File: src/rtl/fetch_queue.sv
// Multi-wide circular instruction queue between fetch and decode with mispredict flush.
// Latency: enqueued entries are presented one cycle later; presentation reads are combinational.
// Backpressure: in_ready drops when fewer than FETCH_W entries are free; decode takes all valid slots or none.
module fetch_queue #(
  parameter int DEPTH    = 8,
  parameter int FETCH_W  = 2,
  parameter int DECODE_W = 2,
  parameter int XLEN     = 32
) (
  input  logic                          clk,
  input  logic                          reset,
  input  logic                          mispredict,
  input  logic                          in_valid,
  output logic                          in_ready,
  input  logic [$clog2(FETCH_W+1)-1:0]  in_count,
  input  logic [FETCH_W*XLEN-1:0]       in_instr,
  input  logic [XLEN-1:0]               in_pc,
  output logic [DECODE_W-1:0]           out_valid,
  input  logic                          out_ready,
  output logic [DECODE_W*XLEN-1:0]      out_instr,
  output logic [DECODE_W*XLEN-1:0]      out_pc,
  output logic [$clog2(DEPTH+1)-1:0]    occupancy,
  output logic [31:0]                   stall_cycles
);

  localparam int PW = $clog2(DEPTH);
  localparam int OW = $clog2(DEPTH+1);
  localparam int CW = $clog2(FETCH_W+1);

  logic [PW-1:0]   head_q, head_d;
  logic [PW-1:0]   tail_q, tail_d;
  logic [OW-1:0]   occ_q, occ_d;
  logic [31:0]     stall_q, stall_d;
  logic [OW-1:0]   free_cnt;
  logic [OW-1:0]   deq_n;
  logic            enq;
  logic            deq;

  // Entry storage is deliberately left unreset; only pointers/occupancy qualify it.
  logic [XLEN-1:0] instr_mem_q [DEPTH];
  logic [XLEN-1:0] instr_mem_d [DEPTH];
  logic [XLEN-1:0] pc_mem_q    [DEPTH];
  logic [XLEN-1:0] pc_mem_d    [DEPTH];

  // Credit check uses registered occupancy only; a same-cycle dequeue is not counted as free space.
  always_comb begin
    free_cnt = OW'(DEPTH) - occ_q;
    in_ready = (free_cnt >= OW'(FETCH_W));
    deq_n    = (occ_q < OW'(DECODE_W)) ? occ_q : OW'(DECODE_W);
  end

  // Present the oldest min(occupancy, DECODE_W) entries; a mispredict hides them this cycle.
  always_comb begin
    out_valid = '0;
    out_instr = '0;
    out_pc    = '0;
    for (int i = 0; i < DECODE_W; i++) begin
      out_valid[i]              = (OW'(i) < deq_n) && !mispredict;
      out_instr[i*XLEN +: XLEN] = instr_mem_q[head_q + PW'(i)];
      out_pc[i*XLEN +: XLEN]    = pc_mem_q[head_q + PW'(i)];
    end
  end

  assign enq = in_valid && in_ready && !mispredict;
  assign deq = out_ready && (|out_valid);

  // Write the used slots of an accepted group at tail onward, deriving each slot's PC from in_pc.
  always_comb begin
    instr_mem_d = instr_mem_q;
    pc_mem_d    = pc_mem_q;
    if (enq) begin
      for (int i = 0; i < FETCH_W; i++) begin
        if (CW'(i) < in_count) begin
          instr_mem_d[tail_q + PW'(i)] = in_instr[i*XLEN +: XLEN];
          pc_mem_d[tail_q + PW'(i)]    = in_pc + XLEN'(4*i);
        end
      end
    end
  end

  // Pointer, occupancy and stall-counter next state; mispredict empties the queue outright.
  always_comb begin
    head_d  = head_q;
    tail_d  = tail_q;
    occ_d   = occ_q;
    stall_d = stall_q;
    if (in_valid && !in_ready && (stall_q != '1)) begin
      stall_d = stall_q + 32'd1;
    end
    if (mispredict) begin
      head_d = '0;
      tail_d = '0;
      occ_d  = '0;
    end else begin
      if (enq) begin
        tail_d = tail_q + PW'(in_count);
      end
      if (deq) begin
        head_d = head_q + PW'(deq_n);
      end
      occ_d = occ_q + (enq ? OW'(in_count) : '0) - (deq ? deq_n : '0);
    end
  end

  // Control state with synchronous reset, which also outranks mispredict.
  always_ff @(posedge clk) begin
    if (reset) begin
      head_q  <= '0;
      tail_q  <= '0;
      occ_q   <= '0;
      stall_q <= '0;
    end else begin
      head_q  <= head_d;
      tail_q  <= tail_d;
      occ_q   <= occ_d;
      stall_q <= stall_d;
    end
  end

  // Storage update without reset.
  always_ff @(posedge clk) begin
    instr_mem_q <= instr_mem_d;
    pc_mem_q    <= pc_mem_d;
  end

  assign occupancy    = occ_q;
  assign stall_cycles = stall_q;

  // A valid fetch group must carry between 1 and FETCH_W instructions.
  a_in_count_legal: assert property (@(posedge clk) disable iff (reset)
    in_valid |-> ((in_count != '0) && (in_count <= CW'(FETCH_W))));

endmodule

File: config.mk
export PLATFORM = sky130hd
export DESIGN_NAME = fetch_queue
export DESIGN_NICKNAME = d
export VERILOG_FILES = /design/src/rtl/fetch_queue.sv
export SDC_FILE = /design/constraint.sdc
export NUM_CORES = 2
export LEC_CHECK = 0
export ABC_AREA = 0
export CELL_PAD_IN_SITES_DETAIL_PLACEMENT = 0
export CELL_PAD_IN_SITES_GLOBAL_PLACEMENT = 1
export CORE_UTILIZATION = 43
export CTS_CLUSTER_DIAMETER = 100
export DETAILED_ROUTE_END_ITERATION = 6
export PLACE_DENSITY = 0.76
export SLEW_MARGIN = 40
export SYNTH_ARGS = -nofsm -noshare
export SYNTH_HDL_FRONTEND = slang
export SYNTH_SLANG_ARGS = --single-unit
File: constraint.sdc
create_clock -name clk -period 17.73 [get_ports clk]
set_input_delay 2.6595 -clock clk [delete_from_list [all_inputs] [get_ports clk]]
set_output_delay 2.6595 -clock clk [all_outputs]
set_load 0.02 [all_outputs]
# Word-level counts from Yosys, hierarchy flattened
# Cells that the tools add are included.
# op_classes
add_sub_neg	9
n_lt_le_gt_ge	12
eq_ne	1
mux	29
bitwise	4
n_reduce_logical	13
# ops
operator	count
2-to-1 mux 256 bit	6
bitwise mux 256 bit	4
binary-select mux 32 bit (select 3 bit)	4
2-to-1 mux 32 bit	10
demux 32 bit (select 3 bit)	2
adder 32 x 1 -> 32 bit, second input constant	1
adder 32 x 3 -> 32 bit, second input constant	1
!= test 32 bit, second input constant	1
>= comparator 4 bit, second input constant	4
NOT 3 -> 4 bit	4
logical AND 1 bit	9
less-than comparator 1 x 4 -> 1 bit, first input constant	2
less-than comparator 4 x 1 -> 1 bit, second input constant	2
2-to-1 mux 4 bit	2
adder 3 x 1 -> 3 bit, second input constant	2
adder 4 x 2 -> 4 bit	1
>= comparator 4 x 2 -> 1 bit, second input constant	1
less-than comparator 1 x 2 -> 1 bit, first input constant	2
less-than comparator 4 x 2 -> 1 bit, second input constant	1
OR reduction 2 bit	2
subtractor 4 bit	1
subtractor 4 bit, first input constant	1
adder 3 x 2 -> 3 bit	1
adder 3 bit	1
other kinds (2)	3
# word_totals
register_bits	554
input_bits	103
output_inout_bits	167
wordCells	88

# Longest topological paths before layout
# depth
depth_word	10
ltp_mapped	15
depth_no_buf	14

# Least setup slack after synthesis
# OpenSTA, ideal clock, no wires.
# synth_path
path_type	input to register
start	input in_valid
end	register occ_q[3], in the netlist occupancy[3]
setup_time_ns	0.121
arrival_time_ns	17.287
t_required_ns	17.609
slack_ns	0.322
cell_stages	11
n_path_buf	0
cell_sequence	inv_1 -> a21oi_1 -> and2_1 -> nand2_1 -> fa_1 -> inv_1 -> ha_1 -> a21o_1 -> a21oi_1 -> xnor2_1 -> nor2_1
# synth_via
elab_chain_cells	5
# synth_lines
element	line_no	text
start: declaration	13	input logic in_valid,
logical AND 1 bit (2 in series)	64	assign enq = in_valid && in_ready && !mispredict;
2-to-1 mux 2 bit	101	occ_d = occ_q + (enq ? OW'(in_count) : '0) - (deq ? deq_n : '0);
adder 4 x 2 -> 4 bit	101	
subtractor 4 bit	101	
end signal: assignment	110	occ_q <= '0;
end signal: assignment	115	occ_q <= occ_d;
end: declaration	32	logic [OW-1:0] occ_q, occ_d;
# No other way between the ends.
# A chain may end at the register's enable or synchronous reset.

# Worst setup path in the final report
# layout_path
start	register head_q[0]
end	output out_pc[2]
# layout_via
elab_chain_cells	4
# layout_lines
element	line_no	text
start: declaration	30	logic [PW-1:0] head_q, head_d;
start signal: assignment	108	head_q <= '0;
start signal: assignment	113	head_q <= head_d;
NOT 3 -> 4 bit (not written as such)	60	out_pc[i*XLEN +: XLEN] = pc_mem_q[head_q + PW'(i)];
binary-select mux 32 bit (select 3 bit)	60	
2-to-1 mux 32 bit (not written as such) (2 in series)	60	
end: declaration	21	output logic [DECODE_W*XLEN-1:0] out_pc,
# No other way between the ends. The select of a mux whose other input is x is not followed.

==> results.json <==
{
  "nNetsFinal": 3663,
  "holdCritStartpoint": "stall_cycles[16]$_SDFFE_PP0P_",
  "cp_max_fo": 63,
  "rsz0062_at_grt": "false",
  "design.core.area_sq_um": 82600,
  "power_per_cell_area_nw_per_um2": 87.0,
  "synth_cell_types": 71,
  "antenna_found_initial": 8,
  "path_clk_slew_ps": 60,
  "grt_pass1_wl_microns": 198000,
  "netlist_instances": 3513,
  "hold_slack_ps": 520,
  "share_of_synthesized_registers_carrying_an_async_set_or_reset_pct": 0,
  "ir_drop_worst_vdd_mv": 0.0561,
  "routed_wl_microns": 134000,
  "critical_path.endpoint_type": "output pin",
  "post_route_cells_drive_above_1_share_pct": 17.8,
  "worst-slew-pin-transition_ps": 944,
  "hold_path_class": "flip-flop to flip-flop",
  "ctsHtreeMaxLevel": 3,
  "cts_inserted_buffers": 67,
  "final_worst_path_period_share_pct": 43.0,
  "cts_hold_buf": 0,
  "layout.cells.most_common": "sky130_fd_sc_hd__nand2_1",
  "cp_slowest_stage_delay_ps": 710,
  "design.portCount": 270,
  "post-synth-top-area-fraction_pct": 42.5,
  "first_pass_iters": 6,
  "grt_max_degree": 81,
  "synth_edf_count": 512,
  "cell_seen_most_often_among_critical_path_stages": "sky130_fd_sc_hd__buf_6",
  "cts_max_path_buffers": 3,
  "fp.dieW_microns": 292,
  "remaining_global_route_overflow": 0,
  "cts_resized": 0,
  "cp_slowest_cell": "sky130_fd_sc_hd__dfxtp_4",
  "setup_tns_ps": 0,
  "synthFlopType": "sky130_fd_sc_hd__edfxtp_1",
  "syn_area_per_cell_sq_um": 10.3,
  "worst_case_register_to_register_setup_slack_ps": 12690,
  "startpoint_type": "flip-flop",
  "cp_cell_sequence": "buf_4 > buf_6 > buf_6 > mux4_2 > mux2_2 > clkdlybuf4s50_1",
  "timing_max_transition_violations_final": 0,
  "clock_tree.root_cell": "sky130_fd_sc_hd__clkbuf_16",
  "finalHoldViolCount": 0,
  "timing.rr.start": "occupancy[0]$_SDFF_PP0_",
  "synth.cell_area_sq_um": 36200,
  "status": "finished clean",
  "y_dimension_of_the_die_microns": 292,
  "per_cell_via_count_in_the_routed_design": 6.75,
  "route.antenna.remaining_nets": 0,
  "layout.core_utilization_pct": 50.5,
  "grtUsageTotal_pct": 30.9,
  "synth-seq-cells": 554,
  "post_cts.repair.setup_buffers": 0,
  "synth_nets": 3634,
  "buffer_ports.inserted": 269,
  "worstSkewPairLatency_ps": 630,
  "standard_cell_row_count": 105,
  "route.detailed.drc": 0,
  "place.gp.congestion": 0.837,
  "max-cap-violations": 0,
  "seq_area_frac_synth_pct": 44.8,
  "max_clock_freq_ghz": 0.131,
  "final_period_minus_worst_setup_slack_ps": 7620,
  "area_growth_syn_to_layout_pct": 15.3,
  "slew-limit-headroom_pct": 37.1,
  "floorplan.die_area_sq_um": 85300,
  "fin_skew_ps": 36.4,
  "total_power_mw": 3.63,
  "floorplan.initialDensity_pct": 43.8,
  "total_leakage_power_nw": 13.5,
  "via_count": 31500,
  "timing.critical_path.from": "head_q[0]$_SDFFE_PP0N_",
  "cts_tree": "built",
  "place_inst": 4543,
  "timing.setup.critical_path_class": "flip-flop to output pin",
  "tritoncts_num_sinks": 554,
  "area_contributors_post_synth": "sky130_fd_sc_hd__edfxtp_1 43%, sky130_fd_sc_hd__mux4_2 16%, sky130_fd_sc_hd__nand2_1 6.7%",
  "synth-warning-count": 0,
  "average_wire_per_cell_in_the_routed_design_microns": 28.8,
  "starting_drt_drc_count": 4204,
  "final_cell_mix": "643 x sky130_fd_sc_hd__nand2_1, 512 x sky130_fd_sc_hd__edfxtp_1, 430 x sky130_fd_sc_hd__nor2_1, 302 x sky130_fd_sc_hd__a31oi_1, 267 x sky130_fd_sc_hd__clkdlybuf4s50_1",
  "critPathArrivalTime_ps": 4970,
  "post-dp-hpwl_microns": 76700,
  "crit_required_ps": 15070,
  "vias_in_the_first_global_route": 29300,
  "synth_top_cell_by_area": "sky130_fd_sc_hd__edfxtp_1",
  "setup_viol": 0,
  "finalNonFillerCells": 4667
}
-- stage by stage --
stage | setup slack (ps) | area [sq um]
2_1_floorplan | 322 | 36200
3_3_place_gp | 10060 | 39400
4_1_cts | 10050 | 41700
3_5_place_dp | 10680 | 39600
6_report | 10110 | 41700
5_1_grt | 9850 | 41700
-- report_power, final --
| group | switching [mW] | total, mW | leakage, nW | internal (mW) |
|---|---|---|---|---|
| clock | 0.590 | 1.35 | 1.01 | 0.765 |
| sequential | 0.0774 | 1.65 | 5.11 | 1.57 |
| combinational | 0.361 | 0.624 | 7.42 | 0.263 |
| total | 1.03 | 3.63 | 13.5 | 2.60 |
-- cell usage after synthesis (8+ instances only) --
cell and number:
sky130_fd_sc_hd__nand3_1 25, sky130_fd_sc_hd__mux2_2 147, sky130_fd_sc_hd__nor2_1 436, sky130_fd_sc_hd__buf_2 34, sky130_fd_sc_hd__and3_1 19, sky130_fd_sc_hd__edfxtp_1 512, sky130_fd_sc_hd__or3_1 25, sky130_fd_sc_hd__nand2_1 644
sky130_fd_sc_hd__o22a_1 8, sky130_fd_sc_hd__o21ai_0 68, sky130_fd_sc_hd__nor3_1 54, sky130_fd_sc_hd__a31oi_1 302, sky130_fd_sc_hd__clkbuf_2 65, sky130_fd_sc_hd__inv_1 29, sky130_fd_sc_hd__buf_1 26, sky130_fd_sc_hd__a221oi_1 16
sky130_fd_sc_hd__clkbuf_1 256, sky130_fd_sc_hd__xnor2_1 11, sky130_fd_sc_hd__ha_1 14, sky130_fd_sc_hd__o221a_2 8, sky130_fd_sc_hd__a211oi_1 43, sky130_fd_sc_hd__o21a_1 10, sky130_fd_sc_hd__nand4_1 26, sky130_fd_sc_hd__o22ai_1 144
sky130_fd_sc_hd__a21oi_1 190, sky130_fd_sc_hd__or4_1 9, sky130_fd_sc_hd__dfxtp_1 42, sky130_fd_sc_hd__mux4_2 256
-- critical path: cells and delay by family, from the launching register on --
family | cells | cell delay [ps]
buffers and inverters | 4 | 2470
flip-flops | 1 | 710
multiplexers | 2 | 930
-- kinds of logic (layout without fill, tap and decap cells) --
logic type / after synthesis / after routing / share of synthesized area [%]
simple gates: 1290 / 1290 / 14.9
compound gates: 812 / 812 / 13.8
flops: 554 / 554 / 44.8
buf+inv: 414 / 496 / 4.65
mux: 408 / 408 / 20.7
fa+ha+maj: 18 / 18 / 0.706
xor+xnor: 17 / 17 / 0.453
other cells: 0 / 2 / 0
-- registers in the layout (all words and copies together), names as in the netlist --
signal and flops:
head_q 3, instr_mem_q 256, occupancy 4, pc_mem_q 256, stall_cycles 32, tail_q 3
-- layer usage --
metal / vias to the layer above / global-route usage, % / wire length [microns]
li1: 13400 / - / -
met1: 15700 / 43.8 / 53300
met2: 2075 / 47.6 / 61500
met3: 308 / 5.56 / 15000
met4: 10 / 10.3 / 4330
met5: - / 0 / 55
-- final timing paths --
| check | endpoint | depth (start not counted) |
|---|---|---|
| max | out_pc[2] | 6 |
| min | stall_cycles[16]$_SDFFE_PP0P_ | 2 |
| max reg2reg | instr_mem_q[209]$_DFFE_PN_ | 9 |
| min reg2reg | stall_cycles[16]$_SDFFE_PP0P_ | 2 |
-- layout make-up --
class / count / area [sq um]
fillers: 7301 / 40900
multi-input cells: 2545 / 18500
flip-flops and latches: 554 / 16200
repair buffers: 342 / 3420
clock buffers: 88 / 1810
well taps: 1070 / 1340
clock inverters: 34 / 262
inverters: 32 / 120
diodes: 2 / 5.00
Power figures use the tool's default switching activity.
